<file path="src/rtl/demux_1x3_buf_if.sv">
// ---------------------------------------------------------------------------
// demux_1x3_buf_if
//   Bundle of the input stream, the three output queue ports and the status
//   flags of demux_1x3_buf.
//   slave  : view used by the router itself.
//   master : view used by whoever drives the input stream and consumes the
//            three output ports (producer plus consumers A/B/C).
//   Signals:
//     i_valid / o_ready / i_sel / i_data       input stream and destination
//     o_x_valid / i_x_ready / o_x_data (x=a,b,c) per-queue head port
//     o_busy                                   any queue non-empty
//     o_err                                    sticky illegal-select flag
// ---------------------------------------------------------------------------
interface demux_1x3_buf_if #(
  parameter int DW = 32
);
  logic          i_valid;
  logic          o_ready;
  logic [1:0]    i_sel;
  logic [DW-1:0] i_data;

  logic          o_a_valid;
  logic          i_a_ready;
  logic [DW-1:0] o_a_data;
  logic          o_b_valid;
  logic          i_b_ready;
  logic [DW-1:0] o_b_data;
  logic          o_c_valid;
  logic          i_c_ready;
  logic [DW-1:0] o_c_data;

  logic          o_busy;
  logic          o_err;

  modport slave (
    input  i_valid, i_sel, i_data,
    output o_ready,
    output o_a_valid, o_a_data, input i_a_ready,
    output o_b_valid, o_b_data, input i_b_ready,
    output o_c_valid, o_c_data, input i_c_ready,
    output o_busy, o_err
  );

  modport master (
    output i_valid, i_sel, i_data,
    input  o_ready,
    input  o_a_valid, o_a_data, output i_a_ready,
    input  o_b_valid, o_b_data, output i_b_ready,
    input  o_c_valid, o_c_data, output i_c_ready,
    input  o_busy, o_err
  );
endinterface

</file>
<file path="src/rtl/demux_1x3_buf.sv">
// ---------------------------------------------------------------------------
// demux_1x3_buf
//   Buffered 1-to-3 word router. Each input beat is steered by its 2-bit
//   select into one of three independent DEPTH-entry queues (A/B/C); each
//   queue drains through its own valid/ready port with the head taken
//   directly from storage, so an accepted beat is visible on an empty
//   queue's port the following cycle.
//
//   Ports:
//     i_clk    clock, rising edge
//     i_rst_n  asynchronous active-low reset (drops all queued beats)
//     bus      demux_1x3_buf_if.slave: input stream, three head ports,
//              o_busy (any queue non-empty), o_err (sticky illegal select)
//
//   Parameters:
//     DW     data width
//     DEPTH  entries per queue, power of 2 and >= 2
//
//   Build option:
//     DEMUX_ILLEGAL_DROP_EN  when defined, a sel=11 beat is accepted and
//                            discarded and sets the sticky o_err flag.
//                            When undefined, sel=11 routes to queue A and
//                            o_err is tied to 0.
// ---------------------------------------------------------------------------
module demux_1x3_buf #(
  parameter int DW    = 32,
  parameter int DEPTH = 2
) (
  input logic               i_clk,
  input logic               i_rst_n,
  demux_1x3_buf_if.slave    bus
);

  localparam int PW = $clog2(DEPTH);
  localparam int CW = $clog2(DEPTH + 1);
  localparam logic [CW-1:0] FULL = CW'(DEPTH);
  localparam int NQ = 3;

  // Per-queue state
  logic [PW-1:0] wr_ptr_q [NQ];
  logic [PW-1:0] wr_ptr_d [NQ];
  logic [PW-1:0] rd_ptr_q [NQ];
  logic [PW-1:0] rd_ptr_d [NQ];
  logic [CW-1:0] count_q  [NQ];
  logic [CW-1:0] count_d  [NQ];
  logic [DW-1:0] mem_q    [NQ][DEPTH];

  logic [NQ-1:0] cons_ready;
  logic [NQ-1:0] head_valid;
  logic [NQ-1:0] push;
  logic [NQ-1:0] pop;

  logic [1:0]    dest;
  logic          drop;
  logic          ready;

  assign cons_ready = {bus.i_c_ready, bus.i_b_ready, bus.i_a_ready};

  // Destination decode. An out-of-range dest only ever occurs together
  // with drop, in which case no queue is addressed.
  // NOTE: every signal driven from always_comb gets a default on entry so
  // no path leaves it unassigned and no latch is inferred.
  always_comb begin
    dest = bus.i_sel;
    drop = 1'b0;
`ifdef DEMUX_ILLEGAL_DROP_EN
    if (bus.i_sel == 2'b11) drop = 1'b1;
`else
    if (bus.i_sel == 2'b11) dest = 2'b00;
`endif
  end

  always_comb begin
    for (int q = 0; q < NQ; q++) begin
      head_valid[q] = (count_q[q] != '0);
      pop[q]        = head_valid[q] & cons_ready[q];
    end
  end

  // A full queue still accepts when its head leaves in the same cycle.
  always_comb begin
    ready = 1'b0;
    for (int q = 0; q < NQ; q++) begin
      if (dest == 2'(q)) ready = (count_q[q] != FULL) | pop[q];
    end
    if (drop) ready = 1'b1;
  end

  always_comb begin
    for (int q = 0; q < NQ; q++) begin
      push[q] = bus.i_valid & ready & ~drop & (dest == 2'(q));
    end
  end

  // Pointer and count next state; pointers wrap naturally at DEPTH.
  always_comb begin
    for (int q = 0; q < NQ; q++) begin
      wr_ptr_d[q] = wr_ptr_q[q];
      rd_ptr_d[q] = rd_ptr_q[q];
      count_d[q]  = count_q[q];
      if (push[q]) wr_ptr_d[q] = wr_ptr_q[q] + PW'(1);
      if (pop[q])  rd_ptr_d[q] = rd_ptr_q[q] + PW'(1);
      case ({push[q], pop[q]})
        2'b10:   count_d[q] = count_q[q] + CW'(1);
        2'b01:   count_d[q] = count_q[q] - CW'(1);
        default: count_d[q] = count_q[q];
      endcase
    end
  end

  // NOTE: sequential state is updated with non-blocking assignments so all
  // registers sample their inputs from the same pre-edge values.
  always_ff @(posedge i_clk or negedge i_rst_n) begin
    if (!i_rst_n) begin
      for (int q = 0; q < NQ; q++) begin
        wr_ptr_q[q] <= '0;
        rd_ptr_q[q] <= '0;
        count_q[q]  <= '0;
      end
    end else begin
      for (int q = 0; q < NQ; q++) begin
        wr_ptr_q[q] <= wr_ptr_d[q];
        rd_ptr_q[q] <= rd_ptr_d[q];
        count_q[q]  <= count_d[q];
      end
    end
  end

  // NOTE: the storage is reset because the head ports read it directly and
  // must show zero data out of reset; with DEPTH entries this stays small.
  always_ff @(posedge i_clk or negedge i_rst_n) begin
    if (!i_rst_n) begin
      for (int q = 0; q < NQ; q++) begin
        for (int e = 0; e < DEPTH; e++) mem_q[q][e] <= '0;
      end
    end else begin
      for (int q = 0; q < NQ; q++) begin
        if (push[q]) mem_q[q][wr_ptr_q[q]] <= bus.i_data;
      end
    end
  end

`ifdef DEMUX_ILLEGAL_DROP_EN
  logic err_q;
  logic err_d;

  assign err_d = err_q | (bus.i_valid & drop);

  always_ff @(posedge i_clk or negedge i_rst_n) begin
    if (!i_rst_n) err_q <= 1'b0;
    else          err_q <= err_d;
  end

  assign bus.o_err = err_q;
`else
  assign bus.o_err = 1'b0;
`endif

  assign bus.o_ready   = ready;
  assign bus.o_a_valid = head_valid[0];
  assign bus.o_b_valid = head_valid[1];
  assign bus.o_c_valid = head_valid[2];
  assign bus.o_a_data  = mem_q[0][rd_ptr_q[0]];
  assign bus.o_b_data  = mem_q[1][rd_ptr_q[1]];
  assign bus.o_c_data  = mem_q[2][rd_ptr_q[2]];
  assign bus.o_busy    = |head_valid;

endmodule

</file>
<file path="src/flat_wrapper.sv">
// flat-port wrapper written by rule: the top's interface ports become plain ports
module demux_1x3_buf_flat 
#(
  parameter int DW    = 32,
  parameter int DEPTH = 2
)
  (i_clk, i_rst_n, bus_i_valid, bus_i_sel, bus_i_data, bus_o_ready, bus_o_a_valid, bus_o_a_data, bus_i_a_ready, bus_o_b_valid, bus_o_b_data, bus_i_b_ready, bus_o_c_valid, bus_o_c_data, bus_i_c_ready, bus_o_busy, bus_o_err);
  demux_1x3_buf_if #(.DW(DW)) bus_i ();
  input logic i_clk;
  input logic i_rst_n;
  input wire logic [$bits(bus_i.i_valid)-1:0] bus_i_valid;
  input wire logic [$bits(bus_i.i_sel)-1:0] bus_i_sel;
  input wire logic [$bits(bus_i.i_data)-1:0] bus_i_data;
  output wire logic [$bits(bus_i.o_ready)-1:0] bus_o_ready;
  output wire logic [$bits(bus_i.o_a_valid)-1:0] bus_o_a_valid;
  output wire logic [$bits(bus_i.o_a_data)-1:0] bus_o_a_data;
  input wire logic [$bits(bus_i.i_a_ready)-1:0] bus_i_a_ready;
  output wire logic [$bits(bus_i.o_b_valid)-1:0] bus_o_b_valid;
  output wire logic [$bits(bus_i.o_b_data)-1:0] bus_o_b_data;
  input wire logic [$bits(bus_i.i_b_ready)-1:0] bus_i_b_ready;
  output wire logic [$bits(bus_i.o_c_valid)-1:0] bus_o_c_valid;
  output wire logic [$bits(bus_i.o_c_data)-1:0] bus_o_c_data;
  input wire logic [$bits(bus_i.i_c_ready)-1:0] bus_i_c_ready;
  output wire logic [$bits(bus_i.o_busy)-1:0] bus_o_busy;
  output wire logic [$bits(bus_i.o_err)-1:0] bus_o_err;
  assign bus_i.i_valid = bus_i_valid;
  assign bus_i.i_sel = bus_i_sel;
  assign bus_i.i_data = bus_i_data;
  assign bus_o_ready = bus_i.o_ready;
  assign bus_o_a_valid = bus_i.o_a_valid;
  assign bus_o_a_data = bus_i.o_a_data;
  assign bus_i.i_a_ready = bus_i_a_ready;
  assign bus_o_b_valid = bus_i.o_b_valid;
  assign bus_o_b_data = bus_i.o_b_data;
  assign bus_i.i_b_ready = bus_i_b_ready;
  assign bus_o_c_valid = bus_i.o_c_valid;
  assign bus_o_c_data = bus_i.o_c_data;
  assign bus_i.i_c_ready = bus_i_c_ready;
  assign bus_o_busy = bus_i.o_busy;
  assign bus_o_err = bus_i.o_err;
  demux_1x3_buf #(.DW(DW), .DEPTH(DEPTH)) u_core (.i_clk(i_clk), .i_rst_n(i_rst_n), .bus(bus_i));
endmodule
</file>
<file path="config.mk">
export PLATFORM = sky130hd
export DESIGN_NAME = demux_1x3_buf_flat
export DESIGN_NICKNAME = d
export VERILOG_FILES = /design/src/rtl/demux_1x3_buf_if.sv /design/src/rtl/demux_1x3_buf.sv /design/src/flat_wrapper.sv
export SDC_FILE = /design/constraint.sdc
export NUM_CORES = 1
export LEC_CHECK = 0
export CAP_MARGIN = 20
export CORE_ASPECT_RATIO = 1.25
export CORE_UTILIZATION = 56
export CTS_BUF_LIST = sky130_fd_sc_hd__clkbuf_4 sky130_fd_sc_hd__clkbuf_8
export CTS_CLUSTER_SIZE = 40
export DETAILED_ROUTE_END_ITERATION = 16
export GPL_TIMING_DRIVEN = 0
export PLACE_DENSITY_LB_ADDON = 0.3
export SLEW_MARGIN = 20
export SYNTH_ARGS = -nofsm -noshare
export SYNTH_HDL_FRONTEND = slang
export SYNTH_SLANG_ARGS = --single-unit
</file>
<file path="constraint.sdc">
create_clock -name i_clk -period 2.5 [get_ports i_clk]
set_clock_uncertainty 0.1 [all_clocks]
set_input_delay 0.5 -clock i_clk [delete_from_list [all_inputs] [get_ports i_clk]]
set_output_delay 0.5 -clock i_clk [all_outputs]
set_load 0.03 [all_outputs]
</file>
==> out/summary.md, run 1 <==
- kind of capture point of the worst setup path: output port
- cell with the most instances after synthesis: sky130_fd_sc_hd__mux2_2
- Setup Viol. Count Final: 0
- count of nets after finishing: 814
- number of instances in the synthesized netlist: 581
- Hold/Removal Path Class: input pin to asynchronous set/reset pin
- Core Rows: 51
- design internal power: 10.9 mW
- routed vias: 5369
- Yosys warning count: 0
- estimated wirelength of the detail-placed design: 13300 um
- Post-synth EDFFs: 0
- Setup WS post-layout: 0.000653 ns
- clock buffers created by TritonCTS: 31
- Synth area leaders: sky130_fd_sc_hd__dfrtp_1 56%, sky130_fd_sc_hd__mux2_2 31%, sky130_fd_sc_hd__mux2_4 5.0%
- minimum clock period: 2.50 ns
- count of antenna-violating nets left after detailed routing: 0
- share of the clock period used by the worst path after layout: 100%
- remaining routing DRC violations: 0
- Cell variety after synth: 31
- post-synthesis net count: 626
- Fmax: 400 MHz
- number of port buffers: 139
- Sw Share: 38.5%
- Bufs on Longest Clock Path: 3
- insertion delay of the later-clocked pin in the worst-skew pair: 0.54 ns
- Setup CP Type: flip-flop to output port
- top cell type's share of synthesized area: 56.2%
- die width: 116 um
- flip-flop cell with the highest count after synthesis: sky130_fd_sc_hd__dfrtp_1
- most numerous cell types in the synthesized netlist: 249 x sky130_fd_sc_hd__mux2_2, 204 x sky130_fd_sc_hd__dfrtp_1, 30 x sky130_fd_sc_hd__mux2_4
- final core area utilization: 73.8%
- CTS Sinks: 204
- pin count of the biggest net entering global routing: 91
- startpoint type of the worst setup path: flip-flop
- number of pins exceeding their max-slew limit in the final report: 0
- async set-or-reset flop fraction in the synthesized netlist: 100%
- largest vdd supply drop: 0.000998 V
- unrepaired setup endpoints after global routing: true
- number of global-route vias before repair: 6004
- total net switching power: 6.80 mW
- I/O pin cnt: 142
- largest fanout on the critical path: 10
- global-route wire length before repair: 31400 um
- clock network fraction of total power: 15.3%
- total detailed-routing wirelength: 19700 um
- flip-flop and latch count after synthesis: 204
- number of vias per cell: 5.37
- Iteration-0 DRC Markers: 219
- final routed wire length divided by cell count: 19.7 um
- pre-CTS setup slack: -0.812 ns
- placed insts: 934
- total global routing overflow: 0
- post-synthesis cell type with the largest combined area: sky130_fd_sc_hd__dfrtp_1
- Core Region: 15700 um^2
- number of search-and-repair iterations in the first detailed-routing pass: 4
- data arrival time of the critical path: 1.90 ns
- max-cap check violation count: 0
- TritonCTS clock tree: built
- starting density of the core: 57.9%
- Diodes inserted: 0
- area enclosed by the die boundary: 16700 um^2
- status: finished clean
- Post-DP Area: 10800 um^2
- die height: 144 um
- Layout area overhead: 27.6%
- setup TNS after final layout: 0 ns
- clock transition at the registers of the reported paths: 0.06 ns
- total power divided by cell area: 1530 nW/um^2
- library cell used as clock root buffer: sky130_fd_sc_hd__clkbuf_8
- antenna violations before repair: 0
- static leakage: 5.26 nW
- fraction of final layout cells with drive strength greater than 1: 61.9%
- count of endpoints failing hold in the final timing report: 0
- worst endpoint required time: 1.90 ns
- Flop pwr share: 33.2%
- final instance count without filler cells: 1000
- routability-driven placement congestion ratio: 0.779
- All-Layer GR Usage: 24.4%
- share of synthesized area occupied by flip-flops and latches: 56.2%
- post-synthesis area per instance: 15.6 um^2
- Netlist Area Pre-Place: 9080 um^2
- share of power burned in combinational logic: 51.4%
- number of H-tree branching levels: 1
- cell area after layout: 11600 um^2
-- logic make-up (layout without fill, tap and decap cells) --
group | after synthesis | count (layout) | synth area share (%)
buffers and inverters | 34 | 241 | 2.07
xor gates and xnor gates | 15 | 15 | 1.45
AOI/OAI and AO/OA | 9 | 9 | 0.964
DFF | 204 | 204 | 56.2
other | 1 | 1 | 0.0413
and+or+nand+nor | 25 | 25 | 1.65
muxes | 288 | 288 | 36.9
adders and majority gates | 5 | 5 | 0.689
-- registers in the layout (all words and copies together) (netlist names) --
signal	count
u_core.wr_ptr_q	3
u_core.count_q	6
u_core.rd_ptr_q	3
u_core.mem_q	192
-- routing by layer --
| layer | share of wire, % | vias up | GRT usage (%) | wire, um |
|---|---|---|---|---|
| met5 | 0 | - | 0 | 0 |
| met4 | 1.5 | 0 | 6.34 | 297 |
| met3 | 4.9 | 25 | 4.90 | 961 |
| met2 | 53 | 124 | 43.9 | 10400 |
| met1 | 41 | 2779 | 29.8 | 8110 |
| li1 | - | 2441 | - | - |
-- final timing paths --
path	end	slack (ns)	depth (start not counted)	start
setup / recovery	bus_o_c_data[22]	0.0007	5	u_core.rd_ptr_q[0]
hold reg to reg	u_core.mem_q[134]	0.39	1	u_core.mem_q[134]
max in group asynchronous	u_core.mem_q[57]	0.86	4	i_rst_n
hold / removal	u_core.mem_q[169]	0.30	2	i_rst_n
setup reg to reg	u_core.mem_q[115]	0.24	6	u_core.count_q[2]
min in group i_clk	u_core.wr_ptr_q[0]	0.31	3	bus_i_valid
-- timing repair --
item	4_1_cts	5_1_grt
pin swaps	2	0
endpoints found under the hold margin	30	0
hold buffers	1	0
setup endpoints to repair	101	133
setup buffers	6	8
gates resized for setup	326	87
cloned	0	2
-- cells in the final DEF (no fill, tap or decap), types with 2 or more instances in the layout --
cell type	synthesis	routed
sky130_fd_sc_hd__and2_1	3	3
sky130_fd_sc_hd__buf_12	0	2
sky130_fd_sc_hd__buf_16	0	2
sky130_fd_sc_hd__buf_2	9	50
sky130_fd_sc_hd__buf_4	7	19
sky130_fd_sc_hd__buf_6	3	6
sky130_fd_sc_hd__clkbuf_16	0	5
sky130_fd_sc_hd__clkbuf_2	0	2
sky130_fd_sc_hd__clkbuf_4	0	12
sky130_fd_sc_hd__clkbuf_8	0	42
sky130_fd_sc_hd__clkdlybuf4s15_2	0	47
sky130_fd_sc_hd__clkdlybuf4s50_1	0	35
sky130_fd_sc_hd__dfrtp_1	204	201
sky130_fd_sc_hd__dfrtp_2	0	3
sky130_fd_sc_hd__dlygate4sd2_1	0	11
sky130_fd_sc_hd__ha_1	5	4
sky130_fd_sc_hd__mux2_1	9	9
sky130_fd_sc_hd__mux2_2	249	249
sky130_fd_sc_hd__mux2_4	30	30
sky130_fd_sc_hd__nand2_1	3	3
sky130_fd_sc_hd__nor2_1	8	7
sky130_fd_sc_hd__o21ai_2	3	3
sky130_fd_sc_hd__o21bai_1	2	2
sky130_fd_sc_hd__or2_2	3	3
sky130_fd_sc_hd__xnor2_1	9	9
sky130_fd_sc_hd__xor2_1	6	6
-- critical path, stage by stage, from the launching register on --
cell and delay (ns):
sky130_fd_sc_hd__dfrtp_2 0.44, sky130_fd_sc_hd__buf_4 0.15, sky130_fd_sc_hd__buf_4 0.13, sky130_fd_sc_hd__clkbuf_16 0.16, sky130_fd_sc_hd__mux2_2 0.29, sky130_fd_sc_hd__buf_2 0.18
-- through the flow --
step	hold WS, ns	power (mW)
2_1_floorplan	0.104	11.8
3_3_place_gp	0.366	15.0
3_5_place_dp	0.273	15.3
4_1_cts	0.273	18.0
5_1_grt	0.318	18.6
6_report	0.303	17.7
-- power by group through the flow --
stage	clock [mW]	combinational [mW]	sequential (mW)
3_3_place_gp	0	9.25	5.71
3_5_place_dp	0	9.44	5.87
2_1_floorplan	0	6.26	5.56
4_1_cts	2.78	9.30	5.88
5_1_grt	2.91	9.59	6.08
6_report	2.71	9.09	5.87
-- cell type report --
| cell class | count | area [um^2] |
|---|---|---|
| Multi-Input combinational cell | 343 | 3820 |
| Tap cell | 212 | 265 |
| Fill cell | 1061 | 4110 |
| Timing Repair Buffer | 158 | 1450 |
| Clock inverter | 2 | 12.5 |
| Inverter | 2 | 7.51 |
| Buffer | 29 | 315 |
| Clock buffer | 50 | 613 |
| Sequential cell | 204 | 5110 |
Note: power is estimated with default switching activity, not from simulation.
==> run 2: changes to the inputs <==
--- a/config.mk
+++ b/config.mk
@@ -12,7 +12,7 @@
 export CTS_CLUSTER_SIZE = 40
 export DETAILED_ROUTE_END_ITERATION = 16
 export GPL_TIMING_DRIVEN = 0
-export PLACE_DENSITY_LB_ADDON = 0.3
+export PLACE_DENSITY = 0.9
 export SLEW_MARGIN = 20
 export SYNTH_ARGS = -nofsm -noshare
 export SYNTH_HDL_FRONTEND = slang
==> run 2 against run 1 <==
- utilization shrank 0.58 points
- worst hold slack gained 0.065 ns
- count of clock-buffer cells in the layout rose by 5
- non-clock buffer count down 9
- clock power rose by 13%
- total power about the same
- sequential share of layout area increased by 0.35 points
- register-to-register slack improved by 0.05 ns
- via count up 1.4%
- largest power group unchanged
- highest routed layer unchanged
==> out/summary.md, run 2 (synthesized netlist as in run 1, its figures left out) <==
- Core Region: 15700 um^2
- Power, Total: 17.7 mW
- clock buffers created by TritonCTS: 34
- top register by number of flip-flops: u_core.mem_q
- CTS Sinks: 204
- Setup WS post-layout: 0.0500 ns
- antenna violations before repair: 0
- met1 global-route usage: 31.3%
- Filler Cells Inserted: 1089
- largest vdd supply drop: 0.000954 V
- met3 track utilization from global routing: 6.12%
- library cell used as clock root buffer: sky130_fd_sc_hd__clkbuf_8
- setup TNS after final layout: 0 ns
- number of H-tree branching levels: 2
- number of search-and-repair iterations in the first detailed-routing pass: 5
- final routed wire length divided by cell count: 20.9 um
- clock transition at the registers of the reported paths: 0.06 ns
- data arrival time of the critical path: 1.85 ns
- All-Layer GR Usage: 26.7%
- number of pins exceeding their max-slew limit in the final report: 0
- max-cap check violation count: 0
- I/O pin cnt: 142
- cell area after layout: 11500 um^2
- routed vias: 5442
- Fmax: 408 MHz
- Core Rows: 51
- count of antenna-violating nets left after detailed routing: 0
- remaining routing DRC violations: 0
- Setup Viol. Count Final: 0
- Most Used Layer, Global Route: met2
- M2 GR Usage: 47.5%
- TritonCTS clock tree: built
- status: finished clean
- share of the clock period used by the worst path after layout: 98.0%
- count of nets after finishing: 808
- fraction of final layout cells with drive strength greater than 1: 53.2%
- Iteration-0 DRC Markers: 198
- final core area utilization: 73.2%
- Reg-to-Reg Start: u_core.count_q[2]
- kind of capture point of the worst setup path: output port
- highest-count cells in the layout ignoring fill and taps: 249 x sky130_fd_sc_hd__mux2_2, 201 x sky130_fd_sc_hd__dfrtp_1, 65 x sky130_fd_sc_hd__dlygate4sd2_1, 55 x sky130_fd_sc_hd__clkbuf_8, 36 x sky130_fd_sc_hd__clkdlybuf4s50_1
- count of endpoints failing hold in the final timing report: 0
- global-route wire length before repair: 33500 um
- Layout area overhead: 26.6%
- pre-CTS setup slack: -0.862 ns
- Bufs on Longest Clock Path: 3
- total global routing overflow: 0
- total detailed-routing wirelength: 20900 um
- startpoint of the worst setup timing path: u_core.rd_ptr_q[2]
- startpoint type of the worst setup path: flip-flop
- number of port buffers: 139
- leading registers by flop count: u_core.mem_q: 192 flops, u_core.count_q: 6 flops
- static leakage: 5.31 nW
- number of global-route vias before repair: 6240
- launch instance of the worst min-delay path: bus_i_valid
- pin count of the biggest net entering global routing: 78
- routability-driven placement congestion ratio: 0.805
- starting density of the core: 57.9%
- largest fanout on the critical path: 10
- number of flip-flops under the largest register name: 192
- number of vias per cell: 5.45
- Post-DP Area: 10800 um^2
- Setup CP Type: flip-flop to output port
- die height: 144 um
- total power divided by cell area: 1540 nW/um^2
- area enclosed by the die boundary: 16700 um^2
- insertion delay of the later-clocked pin in the worst-skew pair: 0.48 ns
- Hold/Removal Path Class: input pin to flip-flop
- Diodes inserted: 0
- minimum clock period: 2.45 ns
- die width: 116 um
- worst endpoint required time: 1.90 ns
- estimated wirelength of the detail-placed design: 14000 um
- most common cell after layout, fill and taps aside: sky130_fd_sc_hd__mux2_2
==> run 2: cell types whose count changed in the layout (fill, tap and decap cells not counted), sizes merged, moves of 4 or more <==
| cell | delta |
|---|---|
| dlygate4sd2 | +54 |
| buf | -39 |
| clkdlybuf4s15 | -37 |
| clkbuf | +16 |
| clkinv | +4 |
==> run 2: through the flow <==
step	hold slack, ns	instances
after global routing	0.398	999
after detailed placement	0.367	934
final	0.368	999
after global placement	0.366	932
after CTS	0.349	997
after floorplan	0.104	581
==> run 2: what timing repair did <==
action	in CTS	in global routing
endpoints found under the hold margin	58	0
setup endpoints to repair	98	50
setup buffers	5	2
pin swaps	3	0
gates resized for setup	186	39
hold buffers	1	0
==> run 2: cell type report <==
type / count / area [um^2] / area share, %
buffer: 29 / 259 / 2.25
sequential: 204 / 5110 / 44.4
clock buffer: 55 / 701 / 6.09
inverter: 2 / 7.51 / 0.0653
clock inverter: 5 / 25.0 / 0.218
timing repair buffer: 149 / 1320 / 11.5
multi-input combinational: 343 / 3810 / 33.2
tap: 212 / 265 / 2.31
==> run 2: per-layer routing <==
metal | up-vias | wire [um]
li1 | 2439 | -
met1 | 2806 | 8400
met2 | 156 | 10800
met3 | 41 | 1110
met4 | 0 | 559
met5 | - | 0
==> run 2: path summary, 6_finish.rpt <==
check / endpoint / slack, ns / cells after the start
max in group asynchronous: u_core.rd_ptr_q[0] / 1.11 / 3
min reg2reg: u_core.mem_q[114] / 0.39 / 1
min: u_core.wr_ptr_q[0] / 0.37 / 3
max: bus_o_a_data[6] / 0.05 / 3
max reg2reg: u_core.mem_q[126] / 0.29 / 6
min in group asynchronous: u_core.mem_q[71] / 0.43 / 2
==> run 2: power breakdown <==
group          switching [mW]  internal, mW
Combinational            4.72          4.00
Clock                    1.28          1.77
Sequential              0.935          4.98
==> run 2: critical path: stages (launching register included) <==
cell and delay [ns]:
sky130_fd_sc_hd__dfrtp_2 0.44, sky130_fd_sc_hd__clkbuf_8 0.22, sky130_fd_sc_hd__mux2_2 0.35, sky130_fd_sc_hd__dlygate4sd2_1 0.36
